### src/rtl/subtractor_16bit_seq.sv
// subtractor_16bit_seq
//   Sequential 16-bit subtractor computing diff = a - b - b_in, one 4-bit nibble per clock.
//   An operation is accepted in IDLE, takes four CALC cycles (LSB nibble first), and the
//   result is then held in DONE until the consumer takes it.
//
// Ports
//   clk        rising-edge clock
//   rst_n      asynchronous active-low reset
//   in_valid   operands a, b, b_in are valid this cycle
//   in_ready   block can accept operands (IDLE only)
//   a, b       16-bit unsigned minuend / subtrahend
//   b_in       borrow in, subtracted at bit 0
//   diff       result a - b - b_in, modulo 2^16
//   b_out      borrow out of bit 15
//   zero       diff == 0
//   out_valid  diff, b_out and zero hold a completed result (DONE only)
//   out_ready  consumer accepts the result this cycle

module subtractor_16bit_seq (
    input  logic        clk,
    input  logic        rst_n,
    input  logic        in_valid,
    output logic        in_ready,
    input  logic [15:0] a,
    input  logic [15:0] b,
    input  logic        b_in,
    output logic [15:0] diff,
    output logic        b_out,
    output logic        zero,
    output logic        out_valid,
    input  logic        out_ready
);

    typedef enum logic [1:0] {
        StIdle,
        StCalc,
        StDone
    } state_e;

    state_e      state_q, state_d;
    logic [1:0]  nib_q, nib_d;
    logic [15:0] a_q, a_d;
    logic [15:0] b_q, b_d;
    logic        borrow_q, borrow_d;
    logic [15:0] diff_q, diff_d;
    logic        b_out_q, b_out_d;
    logic        zero_q, zero_d;

    logic [3:0]  nib_lsb;
    logic [3:0]  nib_a;
    logic [3:0]  nib_b;
    logic [4:0]  step;

    // Bit offset of the nibble handled this cycle.
    assign nib_lsb = {nib_q, 2'b00};
    assign nib_a   = a_q[nib_lsb +: 4];
    assign nib_b   = b_q[nib_lsb +: 4];
    // 5-bit subtraction: bit 4 is set exactly when the nibble result went negative.
    assign step    = {1'b0, nib_a} - {1'b0, nib_b} - {4'b0000, borrow_q};

    always_comb begin
        state_d  = state_q;
        nib_d    = nib_q;
        a_d      = a_q;
        b_d      = b_q;
        borrow_d = borrow_q;
        diff_d   = diff_q;
        b_out_d  = b_out_q;
        zero_d   = zero_q;

        unique case (state_q)
            StIdle: begin
                if (in_valid) begin
                    a_d      = a;
                    b_d      = b;
                    borrow_d = b_in;
                    nib_d    = 2'd0;
                    diff_d   = 16'h0000;
                    state_d  = StCalc;
                end
            end
            StCalc: begin
                diff_d[nib_lsb +: 4] = step[3:0];
                borrow_d             = step[4];
                nib_d                = nib_q + 2'd1;
                if (nib_q == 2'd3) begin
                    b_out_d = step[4];
                    // Uses the fully assembled result including the nibble written above.
                    zero_d  = (diff_d == 16'h0000);
                    state_d = StDone;
                end
            end
            StDone: begin
                if (out_ready) begin
                    state_d = StIdle;
                end
            end
            default: begin
                state_d = StIdle;
            end
        endcase
    end

    always_ff @(posedge clk or negedge rst_n) begin
        if (!rst_n) begin
            state_q  <= StIdle;
            nib_q    <= 2'd0;
            a_q      <= 16'h0000;
            b_q      <= 16'h0000;
            borrow_q <= 1'b0;
            diff_q   <= 16'h0000;
            b_out_q  <= 1'b0;
            zero_q   <= 1'b0;
        end else begin
            state_q  <= state_d;
            nib_q    <= nib_d;
            a_q      <= a_d;
            b_q      <= b_d;
            borrow_q <= borrow_d;
            diff_q   <= diff_d;
            b_out_q  <= b_out_d;
            zero_q   <= zero_d;
        end
    end

    assign in_ready  = (state_q == StIdle);
    assign out_valid = (state_q == StDone);
    assign diff      = diff_q;
    assign b_out     = b_out_q;
    assign zero      = zero_q;

endmodule

### config.mk
export PLATFORM = sky130hd
export DESIGN_NAME = subtractor_16bit_seq
export DESIGN_NICKNAME = d
export VERILOG_FILES = /design/src/rtl/subtractor_16bit_seq.sv
export SDC_FILE = /design/constraint.sdc
export NUM_CORES = 1
export LEC_CHECK = 0
export CAP_MARGIN = 10
export CORE_ASPECT_RATIO = 0.6
export CORE_MARGIN = 2
export CORE_UTILIZATION = 51
export DETAILED_ROUTE_END_ITERATION = 8
export PLACE_DENSITY = 0.79
export SLEW_MARGIN = 20
export SYNTH_ARGS = -nofsm -noshare
export SYNTH_HDL_FRONTEND = slang
export SYNTH_SLANG_ARGS = --single-unit
### constraint.sdc
create_clock -name clk -period 4.2 [get_ports clk]
set_input_delay 0.84 -clock clk [delete_from_list [all_inputs] [get_ports clk]]
set_output_delay 0.84 -clock clk [all_outputs]
set_load 0.05 [all_outputs]
Word-level counts from Yosys, hierarchy flattened
Index checks and enable logic that the tools add are counted.

word-level totals
  bits in registers = 55
  word-level logic and storage cells = 40
  bits of input ports = 37
  output and inout port bits = 20

cells by class
  multiplexer cells = 11
  $add $sub $neg = 4
  shift operators = 4
  equal/unequal tests = 6
  reductions and logical operators = 7

operators by type and width
  cell                    count
  $pmux 16 s2             1
  $shiftx 16x5->4         2
  $bwmux 16               1
  $logic_not 16->1        1
  $mux 16                 1
  $shift 4x6->16 const A  1
  $shiftx 4x6->16         1
  $mux 2                  4
  $neg 4->6               1
  $pmux 2 s3              1
  $reduce_and 2->1        3
  $sub 4x4->5             1
  $sub 5x1->5             1
  $eq 2x2->1 const B      2
  $ne 2x2->1 const B      2
  $pmux 2 s2              1
  $reduce_and 3->1        1
  $add 2x1->2 const B     1
  $eq 2x1->1 const B      1
  $logic_not 2->1         1
  $ne 2x1->1 const B      1
  $pmux 1 s2              1
  $reduce_bool 2->1       1
  $mux 1                  1

Depth between registers and ports, before layout
Gate-level depths: netlist of the first run.

  depth after elaboration = 6
  mapped depth = 11
  mapped depth without buffers = 9

Least setup slack after synthesis of the first run
Ideal clock, no wire load.

  path kind = register -> register
  start = reg nib_q[0]
  end = reg zero_q, in the netlist zero
  data required time = 4.077 ns
  stages on the path, launching flop included = 11
  buffers on the path = 2
  slack = 1.164 ns
  data arrival time = 2.913 ns
  library setup time = 0.123 ns
  clock period less this slack = 3.036 ns
  path through = dfrtp_1 > buf_4 > buf_2 > mux4_1 > fa_1 > fa_1 > xor2_1 > inv_1 > and3_1 > nor3_2 > o21ai_1

between the ends
  longest elaborated chain between the ends = 6
  elaborated cells between the ends (all ways) = 11
  classes of those cells = add/sub (3); eq/ne (1); shift (4); mux (1); reduce/logical (2)

ends and longest elaborated chain
  element                                    RTL line  source
  from (decl)                                41        logic [1:0] nib_q, nib_d;
  from (signal assigned)                     116       nib_q <= nib_d;
  $shiftx 16x5->4, on equally long branches  56, 57
  $sub 4x4->5                                59        assign step = {1'b0, nib_a} - {1'b0, nib_b} - {4'b0000, borrow_q};
  $sub 5x1->5                                59
  $shiftx 4x6->16                            83        diff_d[nib_lsb +: 4] = step[3:0];
  $bwmux 16                                  83
  $logic_not 16->1                           89        zero_d = (diff_d == 16'h0000);
  to (signal assigned)                       122       zero_q <= zero_d;
  to (decl)                                  47        logic zero_q, zero_d;

Several ways; a longest one is shown, not always the timed one.
A chain may end at the register's enable or synchronous reset.

Worst setup path in the final report of the first run
Same ends and word-level chain as after synthesis.

==> results_dict.tcl, run 1 <==
set metrics [dict create \
    cts_inserted_buffers 5 \
    reg2reg_to "zero" \
    status "finished clean" \
    crit_buf_inv 1 \
    ios 57 \
    reg2reg_depth 8 \
    diodes 0 \
    slew_headroom 0.572 \
    crit_path_cell_trace "mux4_1, fa_1, fa_1, xor2_1, inv_1, and3_1, nor3_2, o21ai_1" \
    grt_max_degree 38 \
    start_util 0.546 \
    viasPerCell 5.48 \
    crit_type "reg -> reg" \
    ant_nets 0 \
    drc 0 \
    cts_tree "done" \
    hold_class "reg -> reg" \
    syn-cell-area_mm2 0.00284 \
    setup_viol 0 \
    rsz0062_at_grt "no" \
    synth_ff_type "dfrtp_1" \
    cp-end-kind "flop" \
    cts_sinks 55 \
    r2r_start "nib_q[0]" \
    tightest_slew_ns 0.642 \
    ctsResizeCount 0 \
    die_area_mm2 0.00620 \
    seqCellArea_mm2 0.00138 \
    path_clk_slew_ns 0.10 \
    nets 387 \
    cp-start-kind "flop" \
    cts_hold_buf 0 \
    synth_edf_count 0 \
    fmax_ghz 0.315 \
    antenna_found_initial 0 \
    post_drt_wl_per_cell_um 15.5 \
    holdPathStages 2 \
    syn-instance-count 284 \
    fp.dieH_um 61.8 \
    h-tree-depth 2 \
    port_buffers 56 \
    drv_cap 0 \
    ys_seq_area_frac 0.484 \
    cp_slowest_cell "mux4_1" \
    grt_overflow_total 0 \
    syn_area_per_cell_um2 10.0 \
    timing.final.crit_share 0.755 \
    routed_wl_um 6260 \
    drive_gt1_frac 0.0649 \
    hpwl_um 4530 \
    track_usage 0.222 \
    hold_violations 0 \
    cp.required_ns 4.40 \
    critical_path.most_common_cell "fa_1" \
    drv_slew 0 \
    clockBufferDepth 2 \
    place_congestion 0.897 \
    yosysWarningCount 0 \
    root_buffer "clkbuf_8" \
    fill_cells 442 \
    hp-start "a_q[8]" \
    cpPeakStageDelay_ns 0.64 \
    fin_crit_ns 3.17 \
    cp_top_family "adder cells" \
    area_delta_synth_final_pct 25.2 \
    final_common_cell "nand2_1" \
    async_flop_share 1.00 \
    skew_ns 0.00638 \
    preCtsSetupSlack_ns 1.11 \
    num_vias 2219 \
    die_x_um 100 \
    ys_seq_elements 55 \
    mostFrequentLayoutCells "106 x nand2_1, 55 x dfrtp_1, 55 x clkdlybuf4s50_1, 15 x a22o_1, 12 x inv_1" \
    syn-num-nets 333 \
    initialDrtViolationCount 86 \
    hold_end "a_q[8]" \
    drt_first_pass_iters 4 \
    grt_pass1_wl_um 10500 \
    r2r_slack_ns 1.03 \
    cts_setup_buffers 0 \
    worstPathArrival_ns 3.37 \
    multi_input_area_mm2 0.00135 \
    crit_fanout 8 \
    clk_latency_ns 0.31 \
    synth.distinct_cells 42 \
    core-area_mm2 0.00520 \
    fin_setup_tns_ns 0 \
    grt_pass1_vias 2162 \
    rows 20 \
    layout_setup_ws_ns 1.03 \
]
metrics by stage:
stage          hold slack (ns)  cells  area [µm²]   util
2_1_floorplan            0.437    284        2840      -
3_3_place_gp             0.452    397        3440  0.661
3_5_place_dp             0.459    397        3440  0.661
4_1_cts                  0.482    405        3560  0.683
5_1_grt                  0.504    405        3560  0.683
6_report                 0.480    405        3560  0.683
final cells by class:
class                      count  area share
clock inverter                 2     0.00985
tap                           66      0.0232
sequential                    55       0.387
timing repair buffer          60       0.165
multi-input combinational    203       0.378
clock buffer                   6      0.0232
inverter                      13      0.0137
kinds of logic after synthesis:
| logic type | synth area share |
|---|---|
| muxes | 0.0841 |
| AOI/OAI and AO/OA | 0.0960 |
| DFF | 0.484 |
| xor gates and xnor gates | 0.0119 |
| buffers and inverters | 0.0418 |
| and+or+nand+nor | 0.224 |
| adders and majority gates | 0.0581 |
synthesized netlist by cell type (all sizes together), types with 2 or more instances:
| library cell | n | area (µm²) |
|---|---|---|
| a21oi | 6 | 30.0 |
| a22o | 15 | 131 |
| and3 | 2 | 12.5 |
| buf | 10 | 58.8 |
| clkbuf | 3 | 11.3 |
| dfrtp | 55 | 1380 |
| fa | 2 | 40.0 |
| ha | 10 | 125 |
| inv | 12 | 45.0 |
| mux2i | 4 | 43.8 |
| mux4 | 7 | 184 |
| nand2 | 106 | 398 |
| nand2b | 5 | 38.8 |
| nand3 | 2 | 10.0 |
| nand3b | 2 | 15.0 |
| nor2 | 3 | 11.3 |
| nor2b | 3 | 18.8 |
| nor3 | 5 | 30.0 |
| nor3b | 2 | 15.0 |
| nor4 | 6 | 73.8 |
| o21ai | 9 | 45.0 |
| o22ai | 2 | 12.5 |
| xor2 | 3 | 33.8 |
state kept, by name, summed over array words and instances, names as in the netlist:
register and cells:
nib_q 2, a_q 16, borrow_q 1, state_q 2, zero 1, b_q 16, b_out 1, diff 16
worst max path at each step:
| stage | cells past startpoint | to | from | slack [ns] |
|---|---|---|---|---|
| 2_1_floorplan | 10 | zero | nib_q[0] | 1.16 |
| 3_3_place_gp | 8 | zero | nib_q[0] | 1.21 |
| 3_5_place_dp | 8 | zero | nib_q[0] | 1.11 |
| 4_1_cts | 8 | zero | nib_q[0] | 1.05 |
| 5_1_grt | 8 | zero | nib_q[0] | 0.92 |
| 6_report | 8 | zero | nib_q[0] | 1.03 |
worst min-delay path: stages (launching register included):
cell and delay [ns]:
dfrtp_1 0.35, nand2_1 0.05, nand2_1 0.06
layer usage:
metal	global-route usage	part of all wire	up-vias
met4	0.0646	0.016	0
met3	0.0481	0.062	12
met2	0.344	0.43	97
li1	-	-	1070
met1	0.322	0.49	1040
met5	0	0	-
Power of run 1 is left out: the tool's default activity adds up to more than one toggle a clock period on the data nets, which glitch-free logic cannot reach.
==> run 2: changes to the inputs <==
Settings changed: CORE_UTILIZATION 51 to 46, PLACE_DENSITY 0.79 to 0.75.
Clock period 4.2 ns to 2.83 ns, I/O delays scaled along.
==> run 2 against run 1 <==
  * Critical path depth decreased by 1
  * Flip-flop and latch count unchanged
  * Cell count increased by 6.2%
  * Via count down 2.9%
  * Wire length decreased by 3.1%
  * Global-route usage decreased by 3.2 points
  * Count of clock-buffer cells in the layout increased by 1
  * First-iteration DRC count rose by 24%
  * Die area increased by 10%
  * Clock skew about the same
  * Setup slack worse by 0.84 ns
  * Core utilization is 8.5 points lower
  * Critical endpoint is now b_out
==> results_dict.tcl, run 2 (synthesis results as in run 1) <==
set metrics [dict create \
    status "finished clean" \
    reg2reg_to "b_out" \
    h-tree-depth 2 \
    cts_tree "done" \
    drv_slew 0 \
    initialDrtViolationCount 107 \
    die_x_um 105 \
    cpPeakStageDelay_ns 0.60 \
    final-instance-count-excl-fill 430 \
    crit_path_cell_trace "mux4_1, fa_2, fa_2, nand2b_1, a21oi_1, xor2_1, mux2_2" \
    nets 394 \
    path_clk_slew_ns 0.09 \
    cp-start-kind "flop" \
    port_buffers 56 \
    setup_viol 0 \
    final_common_cell "nand2_1" \
    timing.final.crit_share 0.934 \
    area_delta_synth_final_pct 27.0 \
    worstPathArrival_ns 2.83 \
    clk_latency_ns 0.30 \
    die_area_mm2 0.00684 \
    reg2reg_depth 7 \
    post_drt_wl_per_cell_um 14.1 \
    slew_headroom 0.659 \
    ctsResizeCount 0 \
    cp.required_ns 3.02 \
    crit_type "reg -> reg" \
    rsz0062_at_grt "no" \
    core-area_mm2 0.00603 \
    cts_setup_buffers 0 \
    cts_sinks 55 \
    cts_inserted_buffers 5 \
    grt_pass1_vias 2105 \
    antenna_found_initial 0 \
    rows 22 \
    hold_class "in -> async" \
    drv_cap 0 \
    mostFrequentLayoutCells "106 x nand2_1, 55 x dfrtp_1, 55 x clkdlybuf4s50_1, 15 x a22o_1, 12 x inv_1" \
    place_inst 422 \
    final_util 0.599 \
    cts_hold_buf 0 \
    ant_nets 0 \
    r2r_slack_ns 0.19 \
    viasPerCell 5.01 \
    clockBufferDepth 2 \
    fmax_ghz 0.378 \
    skew_ns 0.00640 \
    drive_gt1_frac 0.0867 \
    hpwl_um 4640 \
    cp_slowest_cell "mux4_1" \
    hold_violations 0 \
    cp-startpoint "nib_q[0]" \
    routed_wl_um 6070 \
    tightest_slew_ns 0.510 \
    fin_setup_tns_ns 0 \
    drc 0 \
    grt_pass1_wl_um 10100 \
    r2r_start "nib_q[0]" \
    place_congestion 0.911 \
    grt_overflow_total 0 \
    num_vias 2154 \
    critical_path.most_common_cell "fa_2" \
    crit_fanout 3 \
    ios 57 \
    grt_max_degree 34 \
    cp-end-kind "flop" \
    start_util 0.471 \
    fp.dieH_um 64.9 \
    root_buffer "clkbuf_8" \
    fin_crit_ns 2.64 \
    track_usage 0.189 \
    drt_first_pass_iters 4 \
    crit_end "b_out" \
    diodes 0 \
]
## run 2: changes by cell type in the layout (fill, tap and decap cells not counted), moves of 2 or more
cell / before / now
buf_4: 4 / 11
clkbuf_1: 0 / 2
fa_1: 2 / 0
fa_2: 0 / 2
## run 2: worst max-delay path, delay by kind of cell, from the launching register on
kind | cells | cell delay, ns
fa+ha+maj | 2 | 0.79
simple gates | 1 | 0.16
flops | 1 | 0.39
compound gates | 1 | 0.21
mux | 2 | 0.87
xor+xnor | 1 | 0.12
## run 2: metal layers
metal,vias to the layer above,share of wire,global-route usage,wire length [µm]
met2,49,0.41,0.269,2460
met4,0,0.0063,0.0417,38
li1,1088,-,-,-
met1,1013,0.54,0.292,3250
met5,-,0,0,0
met3,4,0.051,0.0453,308
## run 2: worst min-delay path by stage
stage	start	to	slack [ns]	cells after the start
2_1_floorplan	rst_n	a_q[0]	0.27	0
3_3_place_gp	a_q[15]	a_q[15]	0.45	2
3_5_place_dp	a_q[6]	a_q[6]	0.46	2
4_1_cts	rst_n	zero	0.24	1
5_1_grt	rst_n	zero	0.24	1
6_report	rst_n	zero	0.23	1
## run 2: stage by stage
stage          worst slack (ns)  hold WS [ns]  area, µm²
2_1_floorplan            0.0345         0.270       2860
3_3_place_gp              0.263         0.450       3530
3_5_place_dp              0.195         0.459       3530
4_1_cts                   0.170         0.237       3610
5_1_grt                  0.0393         0.245       3610
6_report                  0.186         0.227       3610
## run 2: layout make-up
type | instances | area, µm²
sequential | 55 | 1380
clock buffer | 7 | 76.3
fill | 535 | 2420
inverter | 13 | 48.8
clock inverter | 1 | 5.00
timing repair buffer | 67 | 638
tap | 84 | 105
multi-input combinational | 203 | 1360
Power of run 2 is left out for the same reason.
